**src/rtl/imem_ctrl_pkg.sv**
```systemverilog
// imem_ctrl_pkg: shared types and constants for the instruction memory controller.
// Revision 1.0
`default_nettype none
package imem_ctrl_pkg;
  typedef enum logic [0:0] {
    LOAD = 1'b0,
    RUN  = 1'b1
  } state_t;

  localparam int          MEM_BYTES_DFLT = 512;
  localparam logic [31:0] NOP_WORD       = 32'h0000_0000;
endpackage
`default_nettype wire

```
**src/rtl/imem_fetch_pipe.sv**
```systemverilog
// imem_fetch_pipe: fetch range/alignment check and one-cycle response register.
// Revision 1.0
`default_nettype none
module imem_fetch_pipe
  import imem_ctrl_pkg::*;
#(
  parameter int MEM_BYTES = MEM_BYTES_DFLT
) (
  input  logic        clk,
  input  logic        reset_n,
  input  logic        accept,
  input  logic [31:0] fetch_addr,
  input  logic [31:0] mem_rdata,
  output logic        fetch_valid,
  output logic [31:0] fetch_data,
  output logic        fetch_err
);
  localparam logic [31:0] LAST_WORD = 32'(MEM_BYTES - 4);

  logic range_err;

  // Full 32-bit compare so aliased high addresses are rejected, not wrapped.
  assign range_err = (fetch_addr[1:0] != 2'b00) || (fetch_addr > LAST_WORD);

  always_ff @(posedge clk or negedge reset_n) begin
    if (!reset_n) begin
      fetch_valid <= 1'b0;
      fetch_data  <= NOP_WORD;
      fetch_err   <= 1'b0;
    end else begin
      fetch_valid <= accept;
      fetch_err   <= accept && range_err;
      fetch_data  <= (accept && !range_err) ? mem_rdata : NOP_WORD;
    end
  end
endmodule
`default_nettype wire

```
**src/rtl/imem_ctrl.sv**
```systemverilog
// imem_ctrl: boot-loads instruction memory from a byte stream, then serves CPU fetches.
// Revision 1.0
`default_nettype none
module imem_ctrl
  import imem_ctrl_pkg::*;
#(
  parameter int MEM_BYTES = MEM_BYTES_DFLT,
  parameter int ADDR_W    = 9
) (
  input  logic              clk,
  input  logic              reset_n,
  input  logic              ld_valid,
  input  logic [7:0]        ld_data,
  input  logic              ld_last,
  output logic              ld_ready,
  input  logic              ld_restart,
  output logic [ADDR_W-1:0] mem_addr,
  output logic              mem_we,
  output logic [7:0]        mem_wdata,
  input  logic [31:0]       mem_rdata,
  output logic              cpu_run,
  input  logic              fetch_req,
  input  logic [31:0]       fetch_addr,
  output logic              fetch_valid,
  output logic [31:0]       fetch_data,
  output logic              fetch_err,
  output logic [ADDR_W:0]   load_count,
  output logic              load_ovf
);
  localparam logic [ADDR_W-1:0] TOP_ADDR = ADDR_W'(MEM_BYTES - 1);

  state_t          state;
  logic [ADDR_W:0] count;
  logic            in_load;
  logic            accept;
  logic            at_top;

  assign in_load    = (state == LOAD);
  assign at_top     = (count[ADDR_W-1:0] == TOP_ADDR);
  assign ld_ready   = in_load;
  // Write strobe is masked during reset so a byte in flight is never committed.
  assign mem_we     = in_load && ld_valid && reset_n;
  assign mem_wdata  = ld_data;
  assign mem_addr   = in_load ? count[ADDR_W-1:0] : fetch_addr[ADDR_W-1:0];
  assign accept     = (state == RUN) && fetch_req;
  assign load_count = count;

  always_ff @(posedge clk or negedge reset_n) begin
    if (!reset_n) begin
      state    <= LOAD;
      count    <= '0;
      load_ovf <= 1'b0;
      cpu_run  <= 1'b0;
    end else begin
      case (state)
        LOAD: begin
          if (ld_valid) begin
            count <= count + 1'b1;
            if (ld_last || at_top) begin
              state    <= RUN;
              cpu_run  <= 1'b1;
              load_ovf <= !ld_last;
            end
          end
        end
        RUN: begin
          if (ld_restart) begin
            state    <= LOAD;
            cpu_run  <= 1'b0;
            count    <= '0;
            load_ovf <= 1'b0;
          end
        end
        default: begin
          state   <= LOAD;
          cpu_run <= 1'b0;
        end
      endcase
    end
  end

  imem_fetch_pipe #(
    .MEM_BYTES(MEM_BYTES)
  ) u_fetch (
    .clk        (clk),
    .reset_n    (reset_n),
    .accept     (accept),
    .fetch_addr (fetch_addr),
    .mem_rdata  (mem_rdata),
    .fetch_valid(fetch_valid),
    .fetch_data (fetch_data),
    .fetch_err  (fetch_err)
  );
endmodule
`default_nettype wire

```
**config.mk**
```make
export PLATFORM = sky130hd
export DESIGN_NAME = imem_ctrl
export DESIGN_NICKNAME = d
export VERILOG_FILES = /design/src/rtl/imem_ctrl_pkg.sv /design/src/rtl/imem_fetch_pipe.sv /design/src/rtl/imem_ctrl.sv
export SDC_FILE = /design/constraint.sdc
export NUM_CORES = 1
export LEC_CHECK = 0
export BUFFER_PORTS_ARGS = -buffer_cell sky130_fd_sc_hd__buf_4
export CORE_UTILIZATION = 44
export CTS_BUF_LIST = sky130_fd_sc_hd__clkbuf_4 sky130_fd_sc_hd__clkbuf_8
export DETAILED_ROUTE_END_ITERATION = 6
export PLACE_DENSITY = 0.83
export SYNTH_ARGS = -nofsm -noshare
export SYNTH_HDL_FRONTEND = slang
export SYNTH_SLANG_ARGS = --single-unit
```
**constraint.sdc**
```tcl
create_clock -name clk -period 1.6 [get_ports clk]
set_clock_uncertainty 0.05 [all_clocks]
set_input_delay 0.08 -clock clk [delete_from_list [all_inputs] [get_ports clk]]
set_output_delay 0.08 -clock clk [all_outputs]
set_load 0.1 [all_outputs]
```
After elaboration in Yosys (flattened, before gate mapping)
Cells that the tools add are included.

Bitwise operators: 1. Reductions and logical operators: 12. Equality and inequality tests: 4. Add/sub/neg operators: 1. Multiplexer cells: 16. $lt $le $gt $ge: 1.

Operators with widths (number): $gt A32 B9 Y1 const B (1); $mux W32 (1); $mux W10 (2); $pmux W10 S2 (1); $add A10 B1 Y10 const B (1); $eq A9 B9 Y1 const B (1); $mux W9 (1); $mux W1 (8); $pmux W1 S2 (3); $logic_and A1 B1 Y1 (5); $ne A2 B2 Y1 const B (2); $reduce_and A3 Y1 (1); $logic_not A1 Y1 (2); $logic_or A1 B1 Y1 (2); $ne A2 B1 Y1 const B (1); $reduce_and A2 Y1 (1); $reduce_bool A2 Y1 (1); $not A1 Y1 (1).

Input port bits: 78. Register bits after elaboration: 47. Word-level logic and storage cells: 42. Output and inout bits: 65.

Logic depth before layout (Yosys ltp)
Depth after elaboration: 5. Mapped depth: 6. Mapped depth without buffers: 6.

Modules after synthesis
From an unflattened synthesis, not the netlist that was laid out.

Cell total of the unflattened synthesis: 202. Area, all modules: 2265.9 µm².

By module, submodules not included: imem_fetch_pipe (times used 1, area each 1428.9 µm², sequential area each 850.8 µm², cells an instance 118); imem_ctrl (times used 1, area each 837.1 µm², sequential area each 325.3 µm², cells an instance 84).

Least setup slack after synthesis
OpenSTA, ideal clock, no wires.

Path type: reg-to-output. Start: reg count[8] (netlist: load_count[8]). End: out mem_addr[8]. Arrival: 3.186 ns. Data required time: 1.470 ns. Path slack: -1.716 ns. Buffers on the path: 0. Cell stages (with the launch flop): 3. Cells stage by stage: dfrtp_1 -> inv_1 -> o21ai_0.

Longest elaborated chain between the ends: 1.

RTL lines: start: declaration (line imem_ctrl.sv:33) `logic [ADDR_W:0] count;`; start signal: assignment (line imem_ctrl.sv:58) `count <= count + 1'b1;`; $mux W9 (line imem_ctrl.sv:44) `assign mem_addr = in_load ? count[ADDR_W-1:0] : fetch_addr[ADDR_W-1:0];`; end: declaration (line imem_ctrl.sv:17) `output logic [ADDR_W-1:0] mem_addr,`.

No other way between the ends.

Worst setup path in the final report
Start: reg state. End: out mem_addr[4].

Longest elaborated chain between the ends: 1.

RTL lines: start: declaration (line imem_ctrl.sv:32) `state_t state;`; start signal: assignment (line imem_ctrl.sv:50) `state <= LOAD;`; start signal: assignment (line imem_ctrl.sv:60) `state <= RUN;`; start signal: assignment (line imem_ctrl.sv:68) `state <= LOAD;`; $mux W9 (line imem_ctrl.sv:44).

No other way between the ends.

==> impl_results.md <==
* Hold Path Stages at 0
* Vias per cell at 4.869
* Register area share after synthesis at 52.72%
* Die area at 0.005359 mm^2
* Min-Delay Endpoint: mem_wdata[3]
* Initial antenna violation count at 0
* Cell area after synthesis at 0.002231 mm^2
* Site Rows at 25
* Drt first-iter violations at 99
* Worst Tran Pin Value at 0.3667 ns
* Worst path cell trace: buf_12, mux2_2, buf_4
* CTS Buf Count at 5
* Worst Hold Launch: ld_data[3]
* Reg clk slew, reported paths at 0.09 ns
* Fmax at 645.0 MHz
* Core ar. at 0.004786 mm^2
* Reg2reg path depth at 5
* Nature of the critical path startpoint: flop
* Hold/Removal Path Class: primary input to output port
* Vias in the first global route at 2,127
* Req. time, crit path at 1.47 ns
* Seq cells post-synth at 47
* LEAKAGE at 0.001760 uW
* Post-DRT Antenna Nets at 0
* Post-DP HPWL at 4.189 mm
* Syn_area_per_cell at 11.27 um^2
* Critical Path Slowest Stage Cell: dfrtp_1
* CP max FO at 18
* PwrDens at 895.4 mW/mm^2
* Clk_lat worst skew at 0.29 ns
* Crit path largest cell delay at 0.38 ns
* Largest net degree at the start of global routing at 34
* Wirelength per Cell at 15.01 um
* Worst slew margin at 74.86%
* Root Driver: clkbuf_8
* Global-route wire length before repair at 10.16 mm
* WP buf/inv at 2
* Final setup fails at 0
* Layout cells sized above 1 at 56.21%
* Top Family by Delay on Critical Path: buffers and inverters
* Clk sinks at 47
* Final instance area at 0.003765 mm^2
* GRT Util Overall at 25.50%
* Chip Width at 73.21 um
* Fin. max-slew vios at 0
* Total wire length at 6.319 mm
* # IOs at 143
* Number of distinct library cells after synthesis at 33
* Clock Path Buffers at 2
* Height of the chip at 73.21 um
* Final worst slack at 0.04967 ns
* CTS HTree Levels at 2
* Via count at 2,050
* # nets final at 433
* RSZ-0062 raised after global routing: no
* Layout area overhead at 68.76%
* CTS tree: yes
* Fin. Hold Viols at 0
* Asr flop ratio synth at 100.0%
* R2R Path End: load_count[8]
* Max Cap Viol at 0
* Syn Nets at 278
* RR Startpoint: load_count[1]
* Arr. time, crit path at 1.42 ns
* VDD IR-drop max at 0.4945 mV
* Total gr overflow at 0
* EDFF count, synth at 0
* Fillcell total at 325
* Starting Density at 46.61%
* Ys flop type: dfrtp_1
* Flop-to-flop setup slack at 0.09 ns
* CP Class: flop to output port
* Status: completed
* Post-route DRC violation count at 0
* Fin crit share at 96.90%
* Post-Synthesis Cells at 198
* Worst Hold Slack at 0.1100 ns
* Input/output buffers at 126
* Area after DPL at 0.003274 mm^2
* DP Worst Slack at 0.03091 ns
* Initial DRT Pass Iterations at 4
* N_diodes at 0
* Endpoint class of the critical path: output port
* Final min period at 1.550 ns
* Synth warn at 0
* Final GP Congestion at 0.7774
* Post-CTS setup buffers at 0
* Sum of negative setup slack at 0 ns
## synth_stat cells, types with 2 or more instances
| cell type | number | share of area [%] |
|---|---|---|
| nand2_1 | 44 | 7.4 |
| nor3_1 | 3 | 0.67 |
| and2_1 | 3 | 0.84 |
| a22o_1 | 2 | 0.79 |
| nand3_1 | 4 | 0.90 |
| nor2_1 | 2 | 0.34 |
| buf_2 | 9 | 2.0 |
| nor4_1 | 2 | 0.56 |
| buf_4 | 8 | 2.7 |
| inv_1 | 2 | 0.34 |
| dfrtp_1 | 47 | 53 |
| buf_6 | 3 | 1.5 |
| o21ai_0 | 6 | 1.3 |
| nor4_2 | 3 | 1.7 |
| mux2_2 | 8 | 4.0 |
| nor3_2 | 30 | 13 |
| ha_1 | 2 | 1.1 |
| mux2i_1 | 5 | 2.2 |
## area by class of cell
type / count / area (um^2) / area share, %
timing repair buffer: 168 / 1409 / 37.42
sequential: 47 / 1192 / 31.67
inverter: 2 / 11.26 / 0.2991
tap: 67 / 83.83 / 2.227
multi-input combinational: 129 / 954.7 / 25.36
clock inverter: 1 / 30.03 / 0.7976
clock buffer: 7 / 83.83 / 2.227
## metrics by stage
stage	cells	utilization, %	power, uW
floorplan	198	-	2162
global placement	378	68.42	2397
detailed placement	378	68.42	2416
CTS	420	77.91	3361
global route	421	78.67	3506
finish	421	78.67	3371
## how the worst max path moves through the flow
stage / start / to / slack (ns) / depth (start not counted)
floorplan: load_count[1] / load_count[8] / -0.06 / 5
CTS: state / mem_we / 0.0003 / 4
global route: state / mem_addr[4] / 0.008 / 3
detailed placement: load_count[0] / state / 0.03 / 6
finish: state / mem_addr[4] / 0.05 / 3
global placement: load_count[0] / state / 0.10 / 6
## power by group
group          internal (uW)  switching [uW]  total (uW)
Combinational            395             807        1200
Sequential              1240            58.2        1300
Clock                    502             371         873
## cells in the final DEF, fill, tap and decap left out, types with 3 or more instances in the layout
cell type      count
dfrtp_2            7
buf_12             3
nor3_1             3
clkbuf_8           5
buf_4            124
nand2_1           44
buf_6              6
dlygate4sd3_1     35
o21ai_0            4
dfrtp_1           38
mux2i_1            5
nor4_2             3
nor3_2            30
mux2_2             8
## sequential cells by signal (all words and copies together), names as in the netlist
signal / count
state: 1
cpu_run: 1
u_fetch.fetch_err: 1
load_count: 10
load_ovf: 1
u_fetch.fetch_valid: 1
u_fetch.fetch_data: 32
## routing by layer
metal  vias to the layer above  share of wire, %  GRT usage (%)
met3                        12               8.2          7.320
met1                       959                37          28.80
met2                        96                53          45.58
li1                        983                 -              -
met5                         -                 0              0
met4                         0               1.9          9.150
## repair_timing
action                                  4_1_cts  5_1_grt
hold buffers                                 34        1
hold endpoints to repair                     54        1
endpoints found under the setup margin        0        8
resized for setup                             0        8
## kinds of logic (layout without fill, tap and decap cells)
logic type | Yosys count | in the layout | synth area share, %
buffers and inverters | 22 | 178 | 6.562
muxes | 13 | 13 | 6.282
adders and majority gates | 2 | 2 | 1.122
AOI/OAI and AO/OA | 15 | 15 | 4.487
DFF | 47 | 47 | 52.72
and+or+nand+nor | 99 | 99 | 28.83
Power figures use the tool's default switching activity.
